--- src/rtl/dmem_aligner.sv ---
// ---------------------------------------------------------------------------
// dmem_aligner
//
// Load/store alignment unit between the core data port and the word-organised
// data memory / VRAM.
//   Stores : byte and half-word data is replicated across the byte lanes and a
//            4-bit write strobe selects the lanes to write (combinational).
//   Loads  : the load size, sign mode and byte offset are registered for one
//            cycle, because memory read data arrives the cycle after the
//            request. The addressed lane is then extracted from MDATAI and
//            sign- or zero-extended.
//
// Ports
//   CLK      in   1   system clock, rising edge
//   RST      in   1   asynchronous active-high reset (clears load registers)
//   ADDRI    in  32   core byte address
//   DATAI    in  32   core store data, right-justified
//   DATAO    out 32   aligned, extended load data to the core
//   WE       in   2   store size: 00 none, 01 byte, 10 half, 11 word
//   RE       in   2   load size : 00 none, 01 byte, 10 half, 11 word
//   SE       in   1   load sign-extend (1 signed, 0 unsigned)
//   MADDR    out 30   memory word address (ADDRI[31:2])
//   MDATAO   out 32   lane-replicated store data to memory
//   MDATAI   in  32   memory read word, valid the cycle after the request
//   MWSTB    out  4   byte write strobe, bit n enables bits [8n+7:8n]
//   MISALIGN out  1   misaligned access flag
//
// Build option
//   DALIGN_MISALIGN_EN  when defined, misaligned half/word accesses raise
//                       MISALIGN, suppress the store strobe and turn the
//                       load into a no-op. When undefined, MISALIGN is tied
//                       low and misaligned accesses are aligned down.
// ---------------------------------------------------------------------------
module dmem_aligner (
   input  logic        CLK,
   input  logic        RST,
   input  logic [31:0] ADDRI,
   input  logic [31:0] DATAI,
   output logic [31:0] DATAO,
   input  logic [1:0]  WE,
   input  logic [1:0]  RE,
   input  logic        SE,
   output logic [29:0] MADDR,
   output logic [31:0] MDATAO,
   input  logic [31:0] MDATAI,
   output logic [3:0]  MWSTB,
   output logic        MISALIGN
);

   localparam logic [1:0] SZ_NONE = 2'b00;
   localparam logic [1:0] SZ_BYTE = 2'b01;
   localparam logic [1:0] SZ_HALF = 2'b10;
   localparam logic [1:0] SZ_WORD = 2'b11;

   logic [1:0] r_re;
   logic       r_se;
   logic [1:0] r_ofs;

   logic       wr_mis;
   logic       rd_mis;
   logic [1:0] re_eff;

   assign MADDR = ADDRI[31:2];

   // ------------------------------------------------------------------------
   // Misalignment detection
   // ------------------------------------------------------------------------
`ifdef DALIGN_MISALIGN_EN
   assign wr_mis = ((WE == SZ_HALF) && ADDRI[0]) ||
                   ((WE == SZ_WORD) && (ADDRI[1:0] != 2'b00));
   assign rd_mis = ((RE == SZ_HALF) && ADDRI[0]) ||
                   ((RE == SZ_WORD) && (ADDRI[1:0] != 2'b00));
`else
   assign wr_mis = 1'b0;
   assign rd_mis = 1'b0;
`endif

   assign MISALIGN = wr_mis | rd_mis;

   // A misaligned load is captured as "no load" so DATAO reads 0 next cycle.
   assign re_eff = rd_mis ? SZ_NONE : RE;

   // ------------------------------------------------------------------------
   // Store path (combinational)
   // ------------------------------------------------------------------------
   always_comb begin
      // NOTE: every output of a combinational block gets a default first so
      // no path through the case leaves it unassigned (which infers a latch).
      MWSTB  = 4'b0000;
      MDATAO = DATAI;
      case (WE)
         SZ_BYTE: begin
            MWSTB  = 4'b0001 << ADDRI[1:0];
            MDATAO = {4{DATAI[7:0]}};
         end
         SZ_HALF: begin
            // ADDRI[0] is ignored: a half store is aligned down.
            MWSTB  = ADDRI[1] ? 4'b1100 : 4'b0011;
            MDATAO = {2{DATAI[15:0]}};
         end
         SZ_WORD: begin
            MWSTB  = 4'b1111;
            MDATAO = DATAI;
         end
         default: ;
      endcase
      if (wr_mis) MWSTB = 4'b0000;
   end

   // ------------------------------------------------------------------------
   // Load request register: captured unconditionally every cycle, so an idle
   // cycle (RE=00) clears the pending load.
   // ------------------------------------------------------------------------
   always_ff @(posedge CLK or posedge RST) begin
      // NOTE: sequential state uses non-blocking assignments so all registers
      // update together at the edge regardless of statement order.
      if (RST) begin
         r_re  <= SZ_NONE;
         r_se  <= 1'b0;
         r_ofs <= 2'b00;
      end else begin
         r_re  <= re_eff;
         r_se  <= SE;
         r_ofs <= ADDRI[1:0];
      end
   end

   // ------------------------------------------------------------------------
   // Load path (combinational from registered attributes and MDATAI)
   // ------------------------------------------------------------------------
   logic [7:0]  ld_byte;
   logic [15:0] ld_half;

   always_comb begin
      ld_byte = MDATAI[7:0];
      case (r_ofs)
         2'd1:    ld_byte = MDATAI[15:8];
         2'd2:    ld_byte = MDATAI[23:16];
         2'd3:    ld_byte = MDATAI[31:24];
         default: ld_byte = MDATAI[7:0];
      endcase
      ld_half = r_ofs[1] ? MDATAI[31:16] : MDATAI[15:0];
   end

   always_comb begin
      DATAO = 32'h0000_0000;
      case (r_re)
         SZ_BYTE: DATAO = {{24{r_se & ld_byte[7]}}, ld_byte};
         SZ_HALF: DATAO = {{16{r_se & ld_half[15]}}, ld_half};
         SZ_WORD: DATAO = MDATAI;
         default: DATAO = 32'h0000_0000;
      endcase
   end

endmodule

--- config.mk ---
export PLATFORM = sky130hd
export DESIGN_NAME = dmem_aligner
export DESIGN_NICKNAME = d
export VERILOG_FILES = /design/src/rtl/dmem_aligner.sv
export SDC_FILE = /design/constraint.sdc
export NUM_CORES = 1
export LEC_CHECK = 0
export ABC_AREA = 1
export BUFFER_PORTS_ARGS = -buffer_cell sky130_fd_sc_hd__buf_2
export CAP_MARGIN = 20
export CORE_MARGIN = 5
export CORE_UTILIZATION = 36
export CTS_CLUSTER_SIZE = 20
export DETAILED_ROUTE_END_ITERATION = 8
export GPL_TIMING_DRIVEN = 1
export PLACE_DENSITY_LB_ADDON = 0.2
export SETUP_SLACK_MARGIN = 0.15
export SYNTH_ARGS = -nofsm -noshare
export SYNTH_HDL_FRONTEND = slang
export SYNTH_SLANG_ARGS = --single-unit
--- constraint.sdc ---
create_clock -name CLK -period 1.44 [get_ports CLK]
set_input_delay 0.072 -clock CLK [delete_from_list [all_inputs] [get_ports CLK]]
set_output_delay 0.072 -clock CLK [all_outputs]
set_load 0.05 [all_outputs]
==> impl_results.md, run 1 <==
* CP Launch Type: register
* Period utilisation layout at 115.7%
* Largest net degree at the start of global routing at 25
* Synthesized cell area at 1918 µm²
* CTS clk-pin slew, worst paths at 0.03 ns
* Cell row count at 26
* WP data arrival at 1.59 ns
* Max Cap Viol at 0
* Detail Route Antenna Nets at 0
* Syn Inst Count at 386
* Routed WL at 7825 µm
* Slew Viols, Final at 0
* Io pins at 202
* Num CTS Buffers at 3
* Die Y at 83.00 µm
* Cell family with most CP delay: flip-flops
* Vias per inst at 4.741
* 1st-iter DRT viols at 99
* Die Span X at 83.00 µm
* Initial core utilization at 37.32%
* CP max-delay cell: dfrtp_2
* RD Place Congestion at 0.8713
* CP peak stage delay at 0.46 ns
* Top cell by count, worst path: buf_6
* Max VDD drop at 0.5427 mV
* Critical path cell sequence: buf_6 -> buf_6 -> nand2_1 -> o21ai_0 -> a21oi_1 -> nand2_2 -> buf_8
* Htree depth at 1
* Nets at 621
* DP Wirelength at 5788 µm
* Clk buf depth at 2
* Distinct cells, synth at 22
* Setup TNS at -5.045 ns
* RSZ-0062 raised after global routing: yes
* Synth warn at 0
* CTS Sinks at 5
* Syn avg cell area at 4.969 µm²
* IO buf count at 140
* PnR worst setup slack at -0.2258 ns
* Initial antenna violation count at 0
* Tmin final at 1.666 ns
* DR vias at 2,764
* Crit path max fanout at 10
* CTS tree: yes
* DRC Markers at 0
* Vias in the first global route at 2,762
* Share of layout cells above drive strength 1 at 55.36%
* Critical path class: reg -> out
* Global-route wire length before repair at 12,380 µm
* Pre-CTS WS at -0.1218 ns
* # diodes at 0
* Routed WL per cell at 13.42 µm
* GRT Total Usage at 21.11%
* Area delta synth->final at 86.95%
* Seq/Total Area, Yosys at 6.523%
* Final setup vio count at 32
* Setup crit end kind: primary output
* GRT overflow at 0
* Worst hold-check path type: in -> reg
* Violated checks: setup timing
* F_max at 600.3 MHz
* Final Hold Viols at 0
* P_leak at 2.064 nW
* Dpl cells at 566
* Root Buffer: clkbuf_8
* Pwr per Cell Area at 648.4 nW/µm²
* Status: finished, violations left
* Flops & latches, synth at 5
* Die footprint at 6888 µm²
* Buf/Inv on CP at 3
* Worst Path Required at 1.37 ns
* Core Box Area at 5140 µm²
* DRT Pass-1 Iters at 7
* Post-Layout Cell Count at 583
* Mapped Nets at 493
## cell families after synthesis
kind of cell / Yosys count / synth area share, %
compound gates: 53 / 14.16
fa+ha+maj: 4 / 2.609
buf+inv: 112 / 30.92
flops: 5 / 6.523
other cells: 1 / 0.1955
simple gates: 211 / 45.60
## worst paths after layout
path | depth (start not counted) | start | to
worst min-delay path | 1 | ADDRI[0] | r_ofs[0]
worst max-delay path | 7 | r_ofs[1] | DATAO[10]
min in group asynchronous | 3 | RST | r_se
max in group asynchronous | 3 | RST | r_ofs[0]
## power by group
part	switching (mW)	internal [mW]
clock network	0.0632	0.190
logic	1.20	0.705
registers	0.0125	0.149
## state kept, by name, summed over array words and instances (netlist names)
name and flops:
r_ofs 2, r_re 2, r_se 1
## Yosys cell counts
master	count	area, µm²
a21oi_1	18	90.09
a21oi_2	1	8.760
a22oi_1	1	7.510
buf_2	3	15.01
buf_4	41	307.8
buf_6	2	22.52
clkbuf_1	6	22.52
clkinv_1	1	3.750
conb_1	1	3.750
dfrtp_1	5	125.1
ha_1	4	50.05
inv_1	56	210.2
inv_2	3	11.26
nand2_1	165	619.3
nand2_2	12	75.07
nand3_1	16	80.08
nand3_2	1	10.01
nand3_4	1	17.52
nor2_1	13	48.80
nor2_2	2	12.51
nor2_4	1	11.26
o21ai_0	33	165.2
## final cells by class
type	instances	area, µm²
inverter	60	232.7
sequential	5	128.9
fill	450	1554
tap	70	87.58
timing repair buffer	175	1518
multi-input combinational	269	1574
clock buffer	4	45.04
## cell usage in the layout (no fill, tap or decap), types with 2 or more instances in the layout
cell type      Yosys  routed
nand3_2            1       2
buf_6              2      15
o21ai_2            0       8
ha_4               0       2
nor2_2             2       3
o21ai_0           33      18
o21ai_1            0       6
a21oi_1           18      15
nor2_1            13       8
a21oi_2            1       3
nand3_1           16      15
nand2_4            0      21
dlygate4sd3_1      0       4
nand2_1          165     115
buf_4             41      35
buf_2              3      83
inv_2              3      15
buf_8              0      29
clkbuf_8           0       3
nor2_4             1       5
nand2_2           12      40
dfrtp_1            5       2
buf_16             0       2
buf_12             0       5
dfrtp_2            0       3
inv_1             56      43
## per-stage QoR
stage	util [%]	power [mW]	hold WS, ns	cell area, µm²
detailed placement	53.53	1.670	-0.02462	2751
CTS	67.11	2.249	0.01791	3450
global placement	53.53	1.661	-0.03236	2751
finish	69.77	2.325	0.02335	3586
global route	69.77	2.443	0.02748	3586
floorplan	-	1.496	-0.1495	2141
## per-layer routing
layer  global-route usage (%)  vias up  share of wire (%)
li1                         -     1387                  -
met1                    22.28     1230                 37
met2                    42.06      124                 54
met3                    4.257       23                7.1
met4                    4.903        0                2.0
met5                        0        -                  0
## repair_timing
item / 4_1_cts / 5_1_grt
buffers inserted: 6 / 0
pin swaps: 12 / 15
hold buffers: 4 / 0
endpoints found under the hold margin: 8 / 0
endpoints found under the setup margin: 56 / 58
resized for setup: 156 / 49
cloned: 3 / 0
No activity file was read; power rests on OpenSTA's default activity.
==> run 2, diff against run 1 <==
- CORE_ASPECT_RATIO: default -> 1.1
==> run 2 against run 1 <==
The run still ends with setup timing left. Combinational power about the same. Final cell count decreased by 0.34%. First-iteration DRC count decreased by 12%. Sequential power about the same. Final area increased by 0.42%. Utilization increased by 0.82 points. Total power increased by 1.2%. Wire length decreased by 2.1%. Setup slack improved by 0.033 ns. Fmax increased by 2.0%. Non-clock buffer count decreased by 5. Critical path type unchanged.
==> impl_results.md, run 2 (same netlist as run 1, synthesis figures left out) <==
* GRT Total Usage at 20.18%
* Clk buf depth at 2
* WP data arrival at 1.56 ns
* DR vias at 2,755
* Global-route wire length before repair at 11,380 µm
* Most frequent cells in the layout: nand2_1, buf_2, inv_1
* DRT Pass-1 Iters at 4
* Num CTS Buffers at 3
* # diodes at 0
* Period utilisation layout at 113.4%
* CP Launch Type: register
* Initial core utilization at 37.60%
* CTS Sinks at 5
* PnR worst setup slack at -0.1924 ns
* Io pins at 202
* Met3 WL post-DR at 799 µm
* Vias in the first global route at 2,667
* M1 WL at 2488 µm
* Root Buffer: clkbuf_8
* CP max-delay cell: dfrtp_1
* Core Box Area at 5101 µm²
* Final setup vio count at 32
* Hold endpoint: r_ofs[0]
* HP Start: ADDRI[0]
* Largest net degree at the start of global routing at 17
* Area delta synth->final at 87.74%
* Cell row count at 27
* Tmin final at 1.632 ns
* Worst hold-check path type: in -> reg
* Htree depth at 1
* Detail Route Antenna Nets at 0
* Die Y at 86.56 µm
* Critical path cell sequence: buf_4 -> nand2_4 -> buf_6 -> nor2_1 -> a21oi_1 -> nand2_4 -> buf_8
* Routed WL at 7659 µm
* Pwr Total at 2.353 mW
* IO buf count at 140
* 1st-iter DRT viols at 87
* Pwr per Cell Area at 653.5 nW/µm²
* Initial antenna violation count at 0
* Hold Path Cell Cnt at 1
* P_leak at 2.064 nW
* Commonest non-fill, non-tap cell in the layout: nand2_1
* Status: finished, violations left
* CP peak stage delay at 0.43 ns
* Die Span X at 79.60 µm
* Vias per inst at 4.742
* Die footprint at 6889 µm²
* Crit path max fanout at 7
* F_max at 612.6 MHz
* Slew Viols, Final at 0
* Max VDD drop at 0.5533 mV
* Critical path class: reg -> out
* Nets at 617
* Max Cap Viol at 0
* Setup crit end kind: primary output
* RD Place Congestion at 0.8412
* FF+latch area at 127.6 µm²
* Share of layout cells above drive strength 1 at 52.85%
* Buf/Inv on CP at 3
* Met2 wire length at 4235 µm
* Worst Path Required at 1.37 ns
* DP Wirelength at 5804 µm
* Cell family with most CP delay: buffers and inverters
* Area of the multi-input gates at 1580 µm²
* Biggest regs: r_ofs: 2 flops, r_re: 2 flops, r_se: 1 flops
* Top Layer Used: met4
* GRT overflow at 0
* RSZ-0062 raised after global routing: yes
* Top cell by count, worst path: nand2_4
* Pre-CTS WS at -0.1102 ns
* CTS tree: yes
* Fill cell count at 435
* Violated checks: setup timing
* Hold_ws at 0.008521 ns
* Routed WL per cell at 13.18 µm
* CTS clk-pin slew, worst paths at 0.03 ns
* Post-layout util at 70.59%
* Final Hold Viols at 0
* DRC Markers at 0
==> run 2: changes by cell type in the layout (fill, tap and decap cells not counted), moves of 2 or more <==
cell	previous run	this run
buf_6	15	19
nand2_4	21	23
buf_16	2	0
o21ai_0	18	14
buf_4	35	22
inv_2	15	7
inv_1	43	51
buf_8	29	36
o21ai_2	8	13
nand2_2	40	33
nand2_1	115	121
clkbuf_16	0	2
==> run 2: metrics by stage <==
step | std cells | instance area [µm²] | TNS [ns]
2_1_floorplan | 386 | 2141 | -0.03869
3_3_place_gp | 567 | 2771 | -1.120
3_5_place_dp | 567 | 2771 | -2.636
4_1_cts | 578 | 3243 | -3.335
5_1_grt | 581 | 3601 | -7.158
6_report | 581 | 3601 | -4.393
==> run 2: area by class of cell <==
class / count / area share [%]
clock buffer: 4 / 1.251
inverter: 60 / 6.463
multi-input combinational: 269 / 43.88
sequential: 5 / 3.544
tap: 72 / 2.502
timing repair buffer: 170 / 42.22
timing repair inverter: 1 / 0.1390
==> run 2: layer usage <==
layer,up-vias,global-route usage [%]
met3,14,5.613
met2,126,41.15
met4,0,5.938
li1,1370,-
met1,1245,19.03
met5,-,0
==> run 2: timing repair <==
action	4_1_cts	5_1_grt
hold buffers	4	0
endpoints found under the hold margin	8	0
buffers inserted	2	1
cloned	1	2
pin swaps	7	32
resized for setup	119	91
endpoints found under the setup margin	58	58
==> run 2: how the worst max path moves through the flow <==
stage                        start  cells after the start        end
after floorplan            r_re[1]                      6  DATAO[10]
after global placement    r_ofs[1]                      8  DATAO[15]
after detailed placement  r_ofs[1]                      8   DATAO[9]
after CTS                 r_ofs[1]                      8   DATAO[9]
after global routing      r_ofs[1]                      8  DATAO[22]
final                      r_re[0]                      7  DATAO[14]
==> run 2: power by group <==
group | internal (mW) | switching, mW | total (mW)
clock network | 0.189 | 0.0629 | 0.252
registers | 0.149 | 0.0129 | 0.162
logic | 0.731 | 1.21 | 1.94
total | 1.07 | 1.28 | 2.35
==> run 3, diff against run 2 <==
- REMOVE_ABC_BUFFERS: default -> 1
==> run 3 against run 2 <==
The run still ends with setup timing left. Wire length up 4.5%. Sequential cell count unchanged. Non-clock buffer count up 2. Clock power up 2%. Setup slack better by 0.071 ns. First-iteration DRC count up 31%. Fmax up 4.5%. Final area down 13%.
==> impl_results.md, run 3 (same netlist as run 1, synthesis figures left out) <==
* Status: finished, violations left
* Violated checks: setup timing
* Critical path class: reg -> out
* Vias in the first global route at 2,647
* Crit path max fanout at 10
* Setup crit end kind: primary output
* CTS clk-pin slew, worst paths at 0.04 ns
* Die Y at 86.56 µm
* Period utilisation layout at 108.4%
* Initial antenna violation count at 0
* Die footprint at 6889 µm²
* Pwr per Cell Area at 675.1 nW/µm²
* RD Place Congestion at 0.9336
* Tmin final at 1.562 ns
* CTS tree: yes
* 1st-iter DRT viols at 114
* DP Wirelength at 6450 µm
* Hold endpoint: r_ofs[0]
* Fill cell count at 482
* DR vias at 2,745
* Pwr Total at 2.124 mW
* GRT Total Usage at 21.89%
* Detail Route Antenna Nets at 0
* IO buf count at 140
* CP Launch Type: register
* Die Span X at 79.60 µm
* Hold Path Cell Cnt at 1
* Root Buffer: clkbuf_8
* Clk buf depth at 2
* Initial core utilization at 37.60%
* Largest net degree at the start of global routing at 20
* GRT overflow at 0
* Worst Path Required at 1.37 ns
* Htree depth at 1
* Biggest regs: r_ofs: 2 flops, r_re: 2 flops, r_se: 1 flops
* Slew Viols, Final at 0
* DRT Pass-1 Iters at 4
* Commonest non-fill, non-tap cell in the layout: nand2_1
* # diodes at 0
* DRC Markers at 0
* Final Hold Viols at 0
* Share of layout cells above drive strength 1 at 42.35%
* Num CTS Buffers at 3
* Routed WL at 8001 µm
* Max Cap Viol at 0
* Routed WL per cell at 13.75 µm
* Pre-CTS WS at -0.03930 ns
* Cell row count at 27
* CTS Sinks at 5
* Io pins at 202
* F_max at 640.4 MHz
* Final setup vio count at 32
* Area delta synth->final at 63.99%
* Post-layout util at 61.66%
* Nets at 618
* Global-route wire length before repair at 12,080 µm
* Core Box Area at 5101 µm²
* WP data arrival at 1.49 ns
* HP Start: ADDRI[0]
* Most frequent cells in the layout: nand2_1, buf_2, inv_1
* PnR worst setup slack at -0.1216 ns
* Max VDD drop at 0.4830 mV
* Vias per inst at 4.716
* Worst hold-check path type: in -> reg
* RSZ-0062 raised after global routing: yes
* P_leak at 1.957 nW
[run 3: cell types whose count changed in the layout (fill, tap and decap cells not counted), sizes merged]
cell,previous run,this run
clkinv,2,1
buf,164,166
[run 3: critical path: stages (launching register included)]
cell and delay [ns]:
dfrtp_2 0.46, inv_4 0.10, nand2_2 0.05, nand2_2 0.09, nand3_4 0.09, buf_12 0.15
nand2_1 0.05, inv_1 0.04, nand2_1 0.07, buf_6 0.16
[run 3: what timing repair did]
action / 4_1_cts / 5_1_grt
setup endpoints to repair: 56 / 60
endpoints found under the hold margin: 8 / 0
setup buffers: 3 / 0
pin swaps: 3 / 4
gates cloned: 0 / 0
gates resized for setup: 95 / 72
hold buffers: 4 / 0
[run 3: final cells by class]
cell class,instances,area [µm²],share of cell area (%)
Clock buffer,4,45.04,1.432
Inverter,60,229.0,7.279
Multi-Input combinational cell,269,1294,41.13
Sequential cell,5,127.6,4.057
Tap cell,72,90.09,2.864
Timing Repair Buffer,172,1360,43.24
[run 3: through the flow]
step	hold slack [ns]	std cells	TNS (ns)	instance area, µm²
finish	0.01333	582	-2.790	3146
global route	0.01509	582	-6.124	3146
CTS	0.008181	582	-2.900	2975
detailed placement	-0.03180	571	-0.2896	2579
global placement	-0.03184	571	-0.09363	2579
floorplan	-0.1495	334	-13.16	1550
[run 3: how the worst max path moves through the flow]
stage	slack [ns]	endpoint	start	cells after the start
floorplan	-0.51	MDATAO[16]	WE[0]	4
global placement	-0.02	DATAO[28]	r_ofs[1]	9
detailed placement	-0.04	DATAO[20]	r_ofs[1]	9
CTS	-0.12	DATAO[27]	r_ofs[1]	9
global route	-0.22	DATAO[12]	r_ofs[1]	8
finish	-0.12	DATAO[27]	r_ofs[1]	9
[run 3: report_power, final]
part,internal (mW),switching (mW),total (mW)
clock,0.190,0.0663,0.256
combinational,0.596,1.11,1.71
sequential,0.149,0.0124,0.162
[run 3: metal layers]
metal / share of wire (%) / routed length, µm / GRT usage (%) / up-vias
li1: - / - / - / 1377
met3: 14 / 1152 / 10.19 / 6
met1: 39 / 3148 / 25.58 / 1171
met5: 0 / 0 / 6.154 / -
met2: 45 / 3618 / 36.07 / 191
met4: 1.0 / 82 / 4.219 / 0
